<file path="src/rtl/axi_pack.sv">
// Shared AXI burst types and constants used by the address-channel blocks.
package axi_pack;

    localparam int AXI_ADDR_W = 32;
    localparam int AXI_ID_W   = 4;

    typedef logic [7:0] len_type;
    typedef logic [2:0] size_type;
    typedef logic [1:0] burst_type;

    localparam burst_type BURST_FIXED = 2'd0;
    localparam burst_type BURST_INCR  = 2'd1;
    localparam burst_type BURST_WRAP  = 2'd2;
    localparam burst_type BURST_RSVD  = 2'd3;

    localparam int unsigned BOUNDARY_4K = 4096;

    typedef struct packed {
        logic [AXI_ADDR_W-1:0] addr;
        len_type               idx;
        logic                  last;
        logic [AXI_ID_W-1:0]   id;
        logic                  err;
    } beat_desc_t;

    function automatic logic wrap_len_ok(input len_type len);
        return (len == 8'd1) || (len == 8'd3) || (len == 8'd7) || (len == 8'd15);
    endfunction

endpackage

</file>
<file path="src/rtl/axi_beat_addr_calc.sv">
// Combinational next-beat address for FIXED/INCR/WRAP bursts.
// WRAP addressing is built only when AXI_BURST_WRAP_EN is defined; otherwise WRAP follows INCR.
module axi_beat_addr_calc
    import axi_pack::*;
#(
    parameter int ADDR_W = AXI_ADDR_W
) (
    input  logic [ADDR_W-1:0] addr_i,
    input  logic [ADDR_W-1:0] start_i,
    input  len_type           len_i,
    input  size_type          size_i,
    input  burst_type         burst_i,
    output logic [ADDR_W-1:0] next_addr_o
);

    logic [ADDR_W-1:0] beat_bytes;
    logic [ADDR_W-1:0] incr_addr;

    assign beat_bytes = ADDR_W'(1) << size_i;
    // Align down before stepping so an unaligned first beat lands on the next boundary.
    assign incr_addr  = (addr_i & ~(beat_bytes - ADDR_W'(1))) + beat_bytes;

`ifdef AXI_BURST_WRAP_EN
    logic [ADDR_W-1:0] wrap_bytes;
    logic [ADDR_W-1:0] wrap_lo;
    logic [ADDR_W-1:0] wrap_addr;

    assign wrap_bytes = (ADDR_W'(len_i) + ADDR_W'(1)) << size_i;
    assign wrap_lo    = start_i & ~(wrap_bytes - ADDR_W'(1));
    assign wrap_addr  = wrap_lo + ((addr_i + beat_bytes - wrap_lo) & (wrap_bytes - ADDR_W'(1)));
`else
    logic unused_wrap;
    assign unused_wrap = ^{start_i, len_i};
`endif

    always_comb begin
        // NOTE: every output of a combinational block gets a default first, so no path can infer a latch.
        next_addr_o = addr_i;
        case (burst_i)
            BURST_INCR: next_addr_o = incr_addr;
`ifdef AXI_BURST_WRAP_EN
            BURST_WRAP: next_addr_o = wrap_addr;
`else
            BURST_WRAP: next_addr_o = incr_addr;
`endif
            default:    next_addr_o = addr_i;
        endcase
    end

endmodule

</file>
<file path="src/rtl/axi_burst_addr_gen.sv">
// Expands one AXI AW/AR request into per-beat descriptors (addr, idx, last, id, err).
// Optional macro AXI_BURST_WRAP_EN enables WRAP addressing; without it WRAP is flagged and walked as INCR.
module axi_burst_addr_gen
    import axi_pack::*;
#(
    parameter int ADDR_W = AXI_ADDR_W,
    parameter int DATA_W = 32,
    parameter int ID_W   = AXI_ID_W
) (
    input  logic              ACLK,
    input  logic              ARESETn,
    input  logic              req_valid,
    output logic              req_ready,
    input  logic [ADDR_W-1:0] req_addr,
    input  len_type           req_len,
    input  size_type          req_size,
    input  burst_type         req_burst,
    input  logic [ID_W-1:0]   req_id,
    output logic              beat_valid,
    input  logic              beat_ready,
    output logic [ADDR_W-1:0] beat_addr,
    output len_type           beat_idx,
    output logic              beat_last,
    output logic [ID_W-1:0]   beat_id,
    output logic              beat_err,
    output logic              busy
);

    localparam int MAX_SIZE = $clog2(DATA_W / 8);

    typedef enum logic {ST_IDLE, ST_BURST} state_t;

    state_t            state_q, state_d;
    beat_desc_t        beat_q, beat_d;
    logic [ADDR_W-1:0] start_q, start_d;
    len_type           len_q, len_d;
    size_type          size_q, size_d;
    burst_type         burst_q, burst_d;

    logic              req_fire;
    logic              beat_fire;
    logic              req_err;
    logic [ADDR_W-1:0] next_addr;
    logic [11:0]       ofs_aligned;
    logic [16:0]       span_end;

    assign beat_valid = (state_q == ST_BURST);
    assign busy       = (state_q == ST_BURST);
    assign beat_fire  = beat_valid && beat_ready;
    assign req_ready  = (state_q == ST_IDLE) || (beat_fire && beat_q.last);
    assign req_fire   = req_valid && req_ready;

    assign beat_addr  = beat_q.addr;
    assign beat_idx   = beat_q.idx;
    assign beat_last  = beat_q.last;
    assign beat_id    = beat_q.id;
    assign beat_err   = beat_q.err;

    // A burst crosses 4KB when its aligned page offset plus total bytes runs past the page end.
    always_comb begin
        ofs_aligned = req_addr[11:0] & (12'hFFF << req_size);
        span_end    = 17'(ofs_aligned) + ((17'(req_len) + 17'd1) << req_size);
        req_err     = (req_burst == BURST_RSVD)
                   || (int'(req_size) > MAX_SIZE)
                   || ((req_burst == BURST_INCR) && (span_end > 17'(BOUNDARY_4K)));
`ifdef AXI_BURST_WRAP_EN
        if ((req_burst == BURST_WRAP) && !wrap_len_ok(req_len)) req_err = 1'b1;
`else
        if (req_burst == BURST_WRAP) req_err = 1'b1;
`endif
    end

    axi_beat_addr_calc #(.ADDR_W(ADDR_W)) u_calc (
        .addr_i      (beat_q.addr),
        .start_i     (start_q),
        .len_i       (len_q),
        .size_i      (size_q),
        .burst_i     (burst_q),
        .next_addr_o (next_addr)
    );

    always_comb begin
        state_d = state_q;
        beat_d  = beat_q;
        start_d = start_q;
        len_d   = len_q;
        size_d  = size_q;
        burst_d = burst_q;

        case (state_q)
            ST_IDLE:  if (req_fire) state_d = ST_BURST;
            ST_BURST: if (beat_fire && beat_q.last) state_d = req_fire ? ST_BURST : ST_IDLE;
            default:  state_d = ST_IDLE;
        endcase

        if (req_fire) begin
            beat_d.addr = req_addr;
            beat_d.idx  = '0;
            beat_d.last = (req_len == 8'd0);
            beat_d.id   = req_id;
            beat_d.err  = req_err;
            start_d     = req_addr;
            len_d       = req_len;
            size_d      = req_size;
            burst_d     = req_burst;
        end else if (beat_fire && !beat_q.last) begin
            beat_d.addr = next_addr;
            beat_d.idx  = beat_q.idx + 8'd1;
            beat_d.last = ((beat_q.idx + 8'd1) == len_q);
        end
    end

    always_ff @(posedge ACLK or negedge ARESETn) begin
        if (!ARESETn) begin
            state_q <= ST_IDLE;
            beat_q  <= '0;
            start_q <= '0;
            len_q   <= '0;
            size_q  <= '0;
            burst_q <= '0;
        end else begin
            // NOTE: sequential state uses non-blocking assignment so every register samples pre-edge values.
            state_q <= state_d;
            beat_q  <= beat_d;
            start_q <= start_d;
            len_q   <= len_d;
            size_q  <= size_d;
            burst_q <= burst_d;
        end
    end

endmodule

</file>
<file path="config.mk">
export PLATFORM = sky130hd
export DESIGN_NAME = axi_burst_addr_gen
export DESIGN_NICKNAME = d
export VERILOG_FILES = /design/src/rtl/axi_pack.sv /design/src/rtl/axi_beat_addr_calc.sv /design/src/rtl/axi_burst_addr_gen.sv
export SDC_FILE = /design/constraint.sdc
export NUM_CORES = 1
export LEC_CHECK = 0
export BUFFER_PORTS_ARGS = -buffer_cell sky130_fd_sc_hd__buf_2
export CAP_MARGIN = 40
export CORE_MARGIN = 3
export CORE_UTILIZATION = 40
export CTS_CLUSTER_DIAMETER = 60
export DETAILED_ROUTE_END_ITERATION = 7
export SETUP_SLACK_MARGIN = 0.1
export SYNTH_ARGS = -nofsm -noshare
export SYNTH_HDL_FRONTEND = slang
export SYNTH_SLANG_ARGS = --single-unit
</file>
<file path="constraint.sdc">
create_clock -name ACLK -period 7 [get_ports ACLK]
set_clock_uncertainty 0.1 [all_clocks]
set_input_delay 0.35 -clock ACLK [delete_from_list [all_inputs] [get_ports ACLK]]
set_output_delay 0.35 -clock ACLK [all_outputs]
set_load 0.01 [all_outputs]
</file>
==> results of run 1 <==
==> flip-flops by register name (all words and copies together) (netlist names) <==
register,cells
burst_q,2
beat_idx,8
size_q,3
beat_id,4
beat_valid,1
beat_last,1
len_q,8
beat_err,1
beat_addr,32
==> where the power goes <==
group	leakage, nW	internal, mW	switching, mW
sequential	0.745	0.496	0.214
combinational	1.86	0.437	0.596
clock	0.142	0.277	0.170
total	2.75	1.21	0.981
==> synth_stat cells, types with 7 or more instances <==
master	number
sky130_fd_sc_hd__nor2b_1	9
sky130_fd_sc_hd__a21oi_1	35
sky130_fd_sc_hd__a211oi_1	10
sky130_fd_sc_hd__nand3_1	23
sky130_fd_sc_hd__a22oi_1	13
sky130_fd_sc_hd__and3_1	13
sky130_fd_sc_hd__inv_1	15
sky130_fd_sc_hd__nor3_1	12
sky130_fd_sc_hd__a31oi_1	12
sky130_fd_sc_hd__o211ai_1	8
sky130_fd_sc_hd__o21ai_0	47
sky130_fd_sc_hd__and2_1	12
sky130_fd_sc_hd__nand2b_1	10
sky130_fd_sc_hd__xor2_1	14
sky130_fd_sc_hd__nand2_1	106
sky130_fd_sc_hd__nor2_1	30
sky130_fd_sc_hd__buf_6	7
sky130_fd_sc_hd__a221o_1	7
sky130_fd_sc_hd__nand4_1	8
sky130_fd_sc_hd__clkbuf_1	23
sky130_fd_sc_hd__buf_2	11
sky130_fd_sc_hd__mux2i_1	10
sky130_fd_sc_hd__dfrtp_1	60
sky130_fd_sc_hd__xnor2_1	21
sky130_fd_sc_hd__ha_1	20
==> layout make-up <==
cell class,instances,share of cell area
Clock buffer,9,0.0370
Sequential cell,60,0.247
Inverter,17,0.0105
Tap cell,172,0.0354
Multi-Input combinational cell,530,0.566
Timing Repair Buffer,106,0.0913
Clock inverter,7,0.0125
==> layer usage <==
metal  GRT usage  vias up  part of all wire  wire length, um
li1            -     2540                 -                -
met1       0.299     2547              0.47             7200
met2       0.325      191              0.45             6990
met3      0.0253       25             0.054              836
met4      0.0935        0             0.024              367
met5           0        -                 0                0
==> stage by stage <==
stage	hold WS (ns)	instances	setup WS, ns
3_3_place_gp	0.353	884	3.08
4_1_cts	0.0924	901	3.16
6_report	0.0904	901	3.10
3_5_place_dp	0.366	885	2.87
2_1_floorplan	-0.0456	653	3.40
5_1_grt	0.112	901	2.74
==> worst max-delay path: cells and delay by family, from the launching register on <==
kind                       cells  cell delay [ns]
and+or+nand+nor                5             1.99
AOI/OAI and AO/OA              4             0.71
DFF                            1             0.60
adders and majority gates      1             0.31
buffers and inverters          1             0.12
==> worst paths after layout <==
check                           start       endpoint  slack [ns]
max reg2reg                 size_q[0]  beat_addr[16]        3.10
max in group asynchronous     ARESETn      size_q[0]        6.19
min reg2reg                beat_id[3]     beat_id[3]        0.38
min in group ACLK           req_id[0]     beat_id[0]        0.10
min                           ARESETn     beat_valid        0.09
max                         size_q[0]  beat_addr[16]        3.10
==> logic make-up (layout without fill, tap and decap cells) <==
group / count (synthesis) / in the layout / synth area share
compound gates: 202 / 202 / 0.270
simple gates: 259 / 259 / 0.249
xor+xnor: 35 / 35 / 0.0583
flops: 60 / 60 / 0.286
mux: 13 / 13 / 0.0269
buf+inv: 63 / 139 / 0.0590
fa+ha+maj: 21 / 21 / 0.0514
==> impl_metrics.csv, run 1 <==
group,metric,value,unit
outcome,run_status,"finished clean",
power,leakage,2.75,nW
yosys,synthesis.instances,653,
cts,cts_sinks,60,
worst_setup_path,crit_path_max_fanout,18,
drt,drt-vias-per-instance,5.89,
global_route,grt_pass1_vias,4919,
sta,fmax,257,MHz
drt,dr_total_vias,5303,
yosys,ys_async_sr_fraction,1.00,
drt,detail_route.wirelength,15400,um
cts,cts_hold_buffers,0,
power,ir_drop,0.137,mV
cts,cts_inserted_buffers,9,
yosys,synth_top_area_share,0.286,
global_route,grt_remaining_overflow,0,
drt,drtIter0Drc,549,
die,start_util,0.413,
drt,number_of_iterations_in_the_first_detailed_routing_pass,5,
worst_setup_path,worst-endpoint-required,7.15,ns
worst_setup_path,timing.setup.critical_path_class,"reg -> reg",
cts,cts.path.max_buffers,2,
final_layout,layout_common_cells,"106 x sky130_fd_sc_hd__nand2_1, 101 x sky130_fd_sc_hd__buf_2, 60 x sky130_fd_sc_hd__dfrtp_1",
worst_setup_path,critical-path-top-cell-by-count,"sky130_fd_sc_hd__a31oi_1",
sta,timing.slew.headroom,0.427,
worst_hold_path,hp_class,"in -> async",
worst_setup_path,worst_r2r_path_depth,11,
yosys,synth_top_cell_by_area,"sky130_fd_sc_hd__dfrtp_1",
drt,drc_errors,0,
cts,cts.reportedPaths.clkPinSlew,0.05,ns
yosys,library_cells_used_by_synthesis,79,
die,design.portCount,102,
sta,final_period_minus_worst_setup_slack,3.90,ns
final_layout,inserted_diodes,0,
die,floorplan.die.width,121,um
sta,report.final.hold_viol_count,0,
final_layout,fillerInstances,1289,
yosys,netlist_top_cells_area,"sky130_fd_sc_hd__dfrtp_1 29%, sky130_fd_sc_hd__nand2_1 7.6%, sky130_fd_sc_hd__ha_1 4.8%",
job,drv_cap,0,
yosys,synth.cell_area,5260,um2
yosys,postSynthRegisterBits,60,
worst_setup_path,worstSetupEndpointType,"flop",
yosys,count_of_flip_flops_with_a_built_in_enable_after_synthesis,0,
final_layout,seqCellArea,1500,um2
final_layout,layout-area-overhead-vs-synth,15.7,%
placement,placement.io_buffers,101,
worst_setup_path,cp_slowest_cell,"sky130_fd_sc_hd__nor3_2",
sta,finalCritPeriodShare,0.557,
yosys,post_synthesis_sequential_area_ratio,0.286,
global_route,antenna_violations_before_repair,0,
placement,gp_weighted_congestion,0.915,
yosys,total_nets_after_synthesis,727,
die,floorplan.rows,41,
cts,post-cts-setup-buffers,0,
worst_setup_path,crit_chain,"nor3_1 -> inv_1 -> ha_1 -> nor2b_1 -> a21oi_1 -> o22ai_1 -> a31oi_1 -> nor3_2 -> nand4_1 -> or3b_1 -> a31oi_1",
cts,cts.repair.resized,0,
cts,tritoncts,"done",
worst_setup_path,worst_setup_path_start_kind,"flop",
die,floorplan.die.height,121,um
worst_setup_path,critical_path_arrival,4.05,ns
sta,drv_slew,0,
power,total_power,2.19,mW
final_layout,layout-drive-gt1-share,0.202,
yosys,yosys_most_used_dff,"sky130_fd_sc_hd__dfrtp_1",
final_layout,most_frequent_standard_cell_in_the_layout_excluding_fill_and_tap_cells,"sky130_fd_sc_hd__nand2_1",
placement,detailed_place.area,5780,um2
worst_setup_path,cpPeakStageDelay,0.72,ns
drt,postRouteAntennaNets,0,
final_layout,postLayoutCoreUtil,0.478,
die,coreArea,12700,um2
yosys,yosys_warnings,0,
power,power-per-cell-area,360,nW/um2
cts,cts.htree.levels,3,
yosys,syn-mean-instance-area,8.05,um2
sta,setup_viol,0,
final_layout,final_nets,798,
placement,hpwlAfterDp,11200,um
global_route,grt_start_max_net_pins,61,
sta,timing_worst_slew_pin_value,0.855,ns
global_route,grt_first_pass_wirelength,25100,um
final_layout,multi_input_area,3440,um2
sta,totalNegativeSetupSlack,0,ns
global_route,globalRouteTotalUtil,0.211,
cts,clk_root_buffer_cell,"sky130_fd_sc_hd__clkbuf_16",
sta,grt_setup_unrepaired,"no",
final_layout,layout.cell_area.non_filler,6080,um2
cts,clock_latency,0.34,ns
die,die_area,14500,um2
drt,wire_per_inst,17.1,um
Note: power is estimated with default switching activity, not from simulation.
==> run 2, diff against run 1 <==
--- a/config.mk
+++ b/config.mk
@@ -5,6 +5,7 @@
 export SDC_FILE = /design/constraint.sdc
 export NUM_CORES = 1
 export LEC_CHECK = 0
+export ABC_AREA = 1
 export BUFFER_PORTS_ARGS = -buffer_cell sky130_fd_sc_hd__buf_2
 export CAP_MARGIN = 40
 export CORE_MARGIN = 3
==> constraint.sdc (replaced) <==
create_clock -name ACLK -period 3.8 [get_ports ACLK]
set_clock_uncertainty 0.1 [all_clocks]
set_input_delay 0.19 -clock ACLK [delete_from_list [all_inputs] [get_ports ACLK]]
set_output_delay 0.19 -clock ACLK [all_outputs]
set_load 0.01 [all_outputs]
==> impl_metrics.csv, run 2 <==
group,metric,value,unit
sta,finalWorstSetupSlack,0.681,ns
cts,tritoncts,"done",
cts,cts_inserted_buffers,9,
worst_hold_path,whs_path_depth,3,
cts,cts.repair.resized,0,
sta,grt_setup_unrepaired,"no",
drt,drt-vias-per-instance,5.07,
global_route,grt_remaining_overflow,0,
worst_setup_path,cpPeakStageDelay,0.53,ns
yosys,post_synthesis_sequential_area_ratio,0.280,
drt,dr_total_vias,5737,
power,total_power,4.00,mW
sta,report.final.hold_viol_count,0,
cts,cts.htree.levels,3,
worst_setup_path,worst_r2r_path_depth,17,
job,drv_cap,0,
worst_setup_path,cp_slowest_cell,"sky130_fd_sc_hd__dlygate4sd3_1",
yosys,yosys_most_used_dff,"sky130_fd_sc_hd__dfrtp_1",
sta,whs,0.0337,ns
worst_hold_path,hp_class,"in -> reg",
yosys,synthesis.instances,844,
yosys,postSynthRegisterBits,60,
worst_setup_path,critical_path.reg2reg.endpoint,"beat_addr[17]",
yosys,library_cells_used_by_synthesis,50,
drt,number_of_iterations_in_the_first_detailed_routing_pass,5,
sta,timing_worst_slew_pin_value,0.586,ns
worst_setup_path,worst-endpoint-required,3.92,ns
sta,totalNegativeSetupSlack,0,ns
die,floorplan.die.width,122,um
sta,setup_viol,0,
yosys,total_nets_after_synthesis,918,
worst_setup_path,worstReg2RegStart,"size_q[0]",
yosys,synth_common_cells,"246 x sky130_fd_sc_hd__nand2_1, 102 x sky130_fd_sc_hd__inv_1, 91 x sky130_fd_sc_hd__nor2_1",
cts,cts_hold_buffers,15,
die,coreArea,12900,um2
drt,detail_route.wirelength,15700,um
cts,cts.reportedPaths.clkPinSlew,0.05,ns
yosys,synth_top_area_share,0.280,
worst_setup_path,worstSetupEndpointType,"flop",
yosys,ys_async_sr_fraction,1.00,
placement,hpwlAfterDp,12100,um
die,start_util,0.416,
global_route,grt_start_max_net_pins,54,
cts,clk_root_buffer_cell,"sky130_fd_sc_hd__clkbuf_16",
sta,fmax,321,MHz
worst_setup_path,crit_chain,"dlygate4sd3_1 -> buf_2 -> nand2_1 -> nor2_1 -> nand3_1 -> nand3_1 -> nand3_1 -> nand2_1 -> inv_1 -> nand2_1 -> o21ai_0 -> ha_1 -> inv_1 -> nor3_1 -> o21ai_0 -> nand3_1 -> nand3_1 -> nand2_1 -> nand3_1 -> nor2_1 -> nand3_1 -> nand2_1 -> nand2_1",
worst_setup_path,timing.critical_path.max_delay_family,"simple AND/OR/NAND/NOR gates",
die,design.portCount,102,
yosys,synth.cell_area,5360,um2
die,floorplan.die.height,122,um
final_layout,largest_register_ffs,32,
yosys,syn-mean-instance-area,6.35,um2
global_route,grt_first_pass_wirelength,25800,um
placement,dp_worst_setup_slack,0.526,ns
yosys,netlist_top_cells_area,"sky130_fd_sc_hd__dfrtp_1 28%, sky130_fd_sc_hd__nand2_1 17%, sky130_fd_sc_hd__nand3_1 7.6%",
global_route,antenna_violations_before_repair,0,
yosys,yosys.cell_count.top_type,"sky130_fd_sc_hd__nand2_1",
placement,gp_weighted_congestion,0.875,
worst_setup_path,crit_path_max_fanout,5,
worst_setup_path,critical-path-top-cell-by-count,"sky130_fd_sc_hd__nand3_1",
drt,wire_per_inst,13.9,um
yosys,count_of_flip_flops_with_a_built_in_enable_after_synthesis,0,
die,floorplan.rows,41,
drt,drtIter0Drc,368,
cts,cts.path.max_buffers,2,
drt,postRouteAntennaNets,0,
yosys,yosys_warnings,0,
worst_setup_path,critical_path_arrival,3.24,ns
sta,finalCritPeriodShare,0.821,
power,leakage,3.33,nW
outcome,run_status,"finished clean",
worst_setup_path,critPathBufInv,4,
final_layout,most_frequent_standard_cell_in_the_layout_excluding_fill_and_tap_cells,"sky130_fd_sc_hd__nand2_1",
die,die_area,14800,um2
final_layout,final_nets,1029,
placement,placement.io_buffers,101,
yosys,synth_top_cell_by_area,"sky130_fd_sc_hd__dfrtp_1",
sta,final_period_minus_worst_setup_slack,3.12,ns
final_layout,layout_common_cells,"245 x sky130_fd_sc_hd__nand2_1, 102 x sky130_fd_sc_hd__inv_1, 101 x sky130_fd_sc_hd__buf_2",
worst_hold_path,timing.hold.worst.start,"req_burst[1]",
power,power-per-cell-area,617,nW/um2
worst_setup_path,worst_setup_path_start_kind,"input pin",
worst_setup_path,timing.setup.critical_path_class,"in -> reg",
sta,drv_slew,0,
final_layout,layout-area-overhead-vs-synth,21.0,%
cts,cts_sinks,60,
drt,drc_errors,0,
power,ir_drop,0.359,mV
cts,post-cts-setup-buffers,0,
final_layout,postLayoutCoreUtil,0.504,
global_route,grt_pass1_vias,5404,
worst_hold_path,timing.hold.worst_endpoint,"burst_q[1]",
worst_setup_path,setup.reg_to_reg.worst_slack,0.95,ns
final_layout,layout-drive-gt1-share,0.168,
final_layout,inserted_diodes,0,
cts,clock_latency,0.34,ns
global_route,globalRouteTotalUtil,0.217,
sta,timing.slew.headroom,0.609,
[run 2: cell types whose count changed after synthesis, sizes merged, moves of 10 or more]
cell / previous run / this run
inv: 17 / 107
and3: 14 / 0
nor2: 30 / 97
xnor2: 21 / 4
buf: 23 / 8
a22oi: 13 / 0
nand2: 106 / 258
nand3: 23 / 83
o21ai: 53 / 68
nand2b: 10 / 0
a31oi: 12 / 1
a21oi: 36 / 19
a211oi: 14 / 0
[run 2: report_power, final]
part / internal [mW] / switching [mW] / total, mW
clock: 0.506 / 0.306 / 0.812
sequential: 0.905 / 0.302 / 1.21
combinational: 0.731 / 1.25 / 1.98
total: 2.14 / 1.86 / 4.00
[run 2: logic make-up (layout without fill, tap and decap cells)]
family,count (synthesis),count (layout),share of synthesized area
flops,60,60,0.280
compound gates,117,117,0.128
fa+ha+maj,21,21,0.0504
mux,2,2,0.00374
buf+inv,131,247,0.0953
xor+xnor,25,25,0.0409
simple gates,488,488,0.402
[run 2: area by class of cell]
| type | instances | area [um2] |
|---|---|---|
| sequential | 60 | 1500 |
| clock inverter | 6 | 65.1 |
| timing repair buffer | 122 | 713 |
| clock buffer | 10 | 229 |
| tap | 172 | 215 |
| fill | 1333 | 6390 |
| multi-input combinational | 653 | 3350 |
| inverter | 109 | 409 |
[run 2: per-stage QoR]
stage	area, um2	cells
floorplan	5360	844
global placement	6020	1100
detailed placement	6040	1101
CTS	6480	1132
global route	6480	1132
finish	6480	1132
[run 2: routing by layer]
metal,share of wire,GRT usage
met5,0,0
met4,0.017,0.0679
met3,0.052,0.0325
met2,0.44,0.347
met1,0.49,0.302
[run 2: worst min-delay path: stages]
cell and delay [ns]:
sky130_fd_sc_hd__buf_2 0.08, sky130_fd_sc_hd__nor2_1 0.06, sky130_fd_sc_hd__nor2_1 0.09
[run 2: how the worst max path moves through the flow]
stage	startpoint	to	slack (ns)	cells after the start
2_1_floorplan	req_size[2]	beat_err	1.12	16
6_report	req_len[6]	beat_err	0.68	23
5_1_grt	req_len[6]	beat_err	0.37	24
3_5_place_dp	req_len[0]	beat_err	0.53	19
3_3_place_gp	req_len[0]	beat_err	0.53	19
4_1_cts	req_len[6]	beat_err	0.75	23
==> run 3, diff against run 2 <==
==> constraint.sdc (replaced) <==
create_clock -name ACLK -period 2.7 [get_ports ACLK]
set_clock_uncertainty 0.1 [all_clocks]
set_input_delay 0.135 -clock ACLK [delete_from_list [all_inputs] [get_ports ACLK]]
set_output_delay 0.135 -clock ACLK [all_outputs]
set_load 0.01 [all_outputs]
==> impl_metrics.csv, run 3 (synthesis results as in run 2) <==
group,metric,value,unit
outcome,run_status,"finished clean",
worst_setup_path,worst-endpoint-required,2.82,ns
final_layout,largest_register_ffs,32,
final_layout,most_frequent_standard_cell_in_the_layout_excluding_fill_and_tap_cells,"sky130_fd_sc_hd__nand2_1",
global_route,grt_pass1_vias,5666,
global_route,grt_start_max_net_pins,61,
job,drv_cap,0,
die,die_area,14800,um2
sta,drv_slew,0,
placement,placement.io_buffers,101,
die,start_util,0.416,
final_layout,seqCellArea,1500,um2
power,leakage,3.80,nW
worst_setup_path,setup.reg_to_reg.worst_slack,0.25,ns
drt,postRouteAntennaNets,0,
global_route,globalRouteTotalUtil,0.227,
cts,cts_sinks,60,
cts,clk_root_buffer_cell,"sky130_fd_sc_hd__clkbuf_16",
worst_setup_path,critical_path_arrival,2.67,ns
cts,cts.htree.levels,3,
drt,drt-vias-per-instance,4.99,
final_layout,layout-area-overhead-vs-synth,39.2,%
cts,cts.path.max_buffers,2,
sta,finalWorstSetupSlack,0.153,ns
sta,setup_viol,0,
placement,detailed_place.area,6490,um2
final_layout,inserted_diodes,0,
sta,final_period_minus_worst_setup_slack,2.55,ns
final_layout,fillerInstances,1244,
worst_setup_path,crit_chain,"buf_4 -> ha_4 -> nand2_4 -> o21ai_2 -> o21ai_2 -> mux2i_1 -> o21ai_1 -> o21ai_1 -> ha_1 -> buf_4 -> buf_4 -> nand3_1 -> nand3_1 -> nor2_2 -> nand3_2 -> nor3_2 -> nand4_1 -> nand2_1 -> nand3_1 -> nand2_1 -> nand2_1",
worst_setup_path,critPathBufInv,3,
die,floorplan.die.height,122,um
drt,dr_total_vias,6058,
sta,timing_worst_slew_pin_value,0.791,ns
global_route,grt_remaining_overflow,0,
drt,detail_route.wirelength,16800,um
worst_setup_path,timing.critical_path.max_delay_family,"simple AND/OR/NAND/NOR gates",
worst_setup_path,timing.setup.critical_path_class,"in -> reg",
global_route,grt_first_pass_wirelength,27000,um
final_layout,multi_input_area,3680,um2
sta,fmax,393,MHz
worst_setup_path,worst_setup_path_start_kind,"input pin",
die,coreArea,12900,um2
worst_setup_path,cpPeakStageDelay,0.28,ns
final_layout,final_nets,1112,
placement,gp_weighted_congestion,0.948,
sta,finalCritPeriodShare,0.943,
drt,wire_per_inst,13.8,um
worst_hold_path,hp_class,"in -> reg",
cts,cts_inserted_buffers,9,
drt,drc_errors,0,
final_layout,layout_common_cells,"230 x sky130_fd_sc_hd__nand2_1, 98 x sky130_fd_sc_hd__inv_1, 98 x sky130_fd_sc_hd__buf_2",
final_layout,layout-drive-gt1-share,0.282,
sta,grt_setup_unrepaired,"yes",
die,floorplan.die.width,122,um
placement,hpwlAfterDp,12400,um
cts,cts.reportedPaths.clkPinSlew,0.05,ns
final_layout,layout.cell_area.non_filler,7460,um2
drt,drtIter0Drc,400,
worst_setup_path,cp_slowest_cell,"sky130_fd_sc_hd__ha_1",
placement,dp_worst_setup_slack,-0.400,ns
die,floorplan.rows,41,
global_route,antenna_violations_before_repair,0,
worst_setup_path,worstSetupEndpointType,"flop",
power,ir_drop,0.571,mV
cts,clock_latency,0.34,ns
die,design.portCount,102,
worst_setup_path,crit_path_max_fanout,3,
sta,timing.slew.headroom,0.473,
drt,number_of_iterations_in_the_first_detailed_routing_pass,5,
power,power-per-cell-area,819,nW/um2
cts,tritoncts,"done",
sta,whs,0.0151,ns
sta,report.final.hold_viol_count,0,
==> run 3: cell types whose count changed in the layout (fill, tap and decap cells not counted), moves of 6 or more <==
| cell | change |
|---|---|
| sky130_fd_sc_hd__o21ai_0 | -17 |
| sky130_fd_sc_hd__nor2_1 | -7 |
| sky130_fd_sc_hd__nand2_1 | -15 |
| sky130_fd_sc_hd__nand2_2 | +11 |
| sky130_fd_sc_hd__a21oi_2 | +6 |
| sky130_fd_sc_hd__o21ai_1 | +11 |
| sky130_fd_sc_hd__dlygate4sd3_1 | +8 |
| sky130_fd_sc_hd__buf_4 | +77 |
| sky130_fd_sc_hd__a21oi_1 | -7 |
==> run 3: where the power goes <==
group	switching [mW]	internal (mW)	total, mW
clock network	0.433	0.740	1.17
logic	1.96	1.31	3.27
registers	0.389	1.28	1.66
==> run 3: worst register-to-register path, cell delays in order (launching register included) <==
cell and delay [ns]:
sky130_fd_sc_hd__dfrtp_2 0.41, sky130_fd_sc_hd__buf_4 0.14, sky130_fd_sc_hd__nand3_4 0.11, sky130_fd_sc_hd__ha_4 0.27, sky130_fd_sc_hd__inv_1 0.05, sky130_fd_sc_hd__nor3_2 0.20, sky130_fd_sc_hd__nor2_1 0.06, sky130_fd_sc_hd__nor2_1 0.15
sky130_fd_sc_hd__nand2_1 0.10, sky130_fd_sc_hd__nand2_2 0.12, sky130_fd_sc_hd__nand3_4 0.12, sky130_fd_sc_hd__nand2_4 0.14, sky130_fd_sc_hd__nand2_2 0.07, sky130_fd_sc_hd__nand2_1 0.09, sky130_fd_sc_hd__nand3_1 0.06, sky130_fd_sc_hd__nand2_1 0.07
sky130_fd_sc_hd__o21ai_1 0.05
==> run 3: per-layer routing <==
metal	global-route usage	wire, um
met1	0.313	7950
met2	0.362	7650
met3	0.0450	934
met4	0.0651	267
met5	0	0
==> run 3: cell type report <==
type | count | area share
repair buffers | 204 | 0.181
well taps | 172 | 0.0288
clock buffers | 11 | 0.0325
flip-flops and latches | 60 | 0.201
inverters | 109 | 0.0555
multi-input cells | 654 | 0.493
clock inverters | 5 | 0.00822
==> run 3: repair_timing <==
action                                  in CTS  in global routing
buffers inserted                             1                 11
endpoints found under the setup margin       2                 26
hold endpoints to repair                    82                  0
pin swaps                                    2                 36
gates cloned                                 0                  1
resized for setup                           15                 85
hold buffers                                23                  0
==> run 3: per-stage QoR <==
stage | cells | utilization | total power, mW | TNS, ns
after floorplan | 844 | - | 3.61 | 0
after global placement | 1163 | 0.504 | 4.66 | -0.372
after detailed placement | 1163 | 0.504 | 4.68 | -0.400
after CTS | 1203 | 0.548 | 5.92 | 0
after global routing | 1215 | 0.579 | 6.64 | -0.156
final | 1215 | 0.579 | 6.11 | 0
==> run 3: final timing paths <==
kind | start | depth (start not counted) | to
worst max-delay path | req_len[1] | 21 | beat_err
worst min-delay path | req_addr[22] | 4 | beat_addr[22]
worst max register to register | size_q[0] | 16 | beat_addr[16]
worst min register to register | beat_id[1] | 2 | beat_id[1]
max in group asynchronous | ARESETn | 3 | size_q[0]
min in group asynchronous | ARESETn | 3 | beat_idx[5]
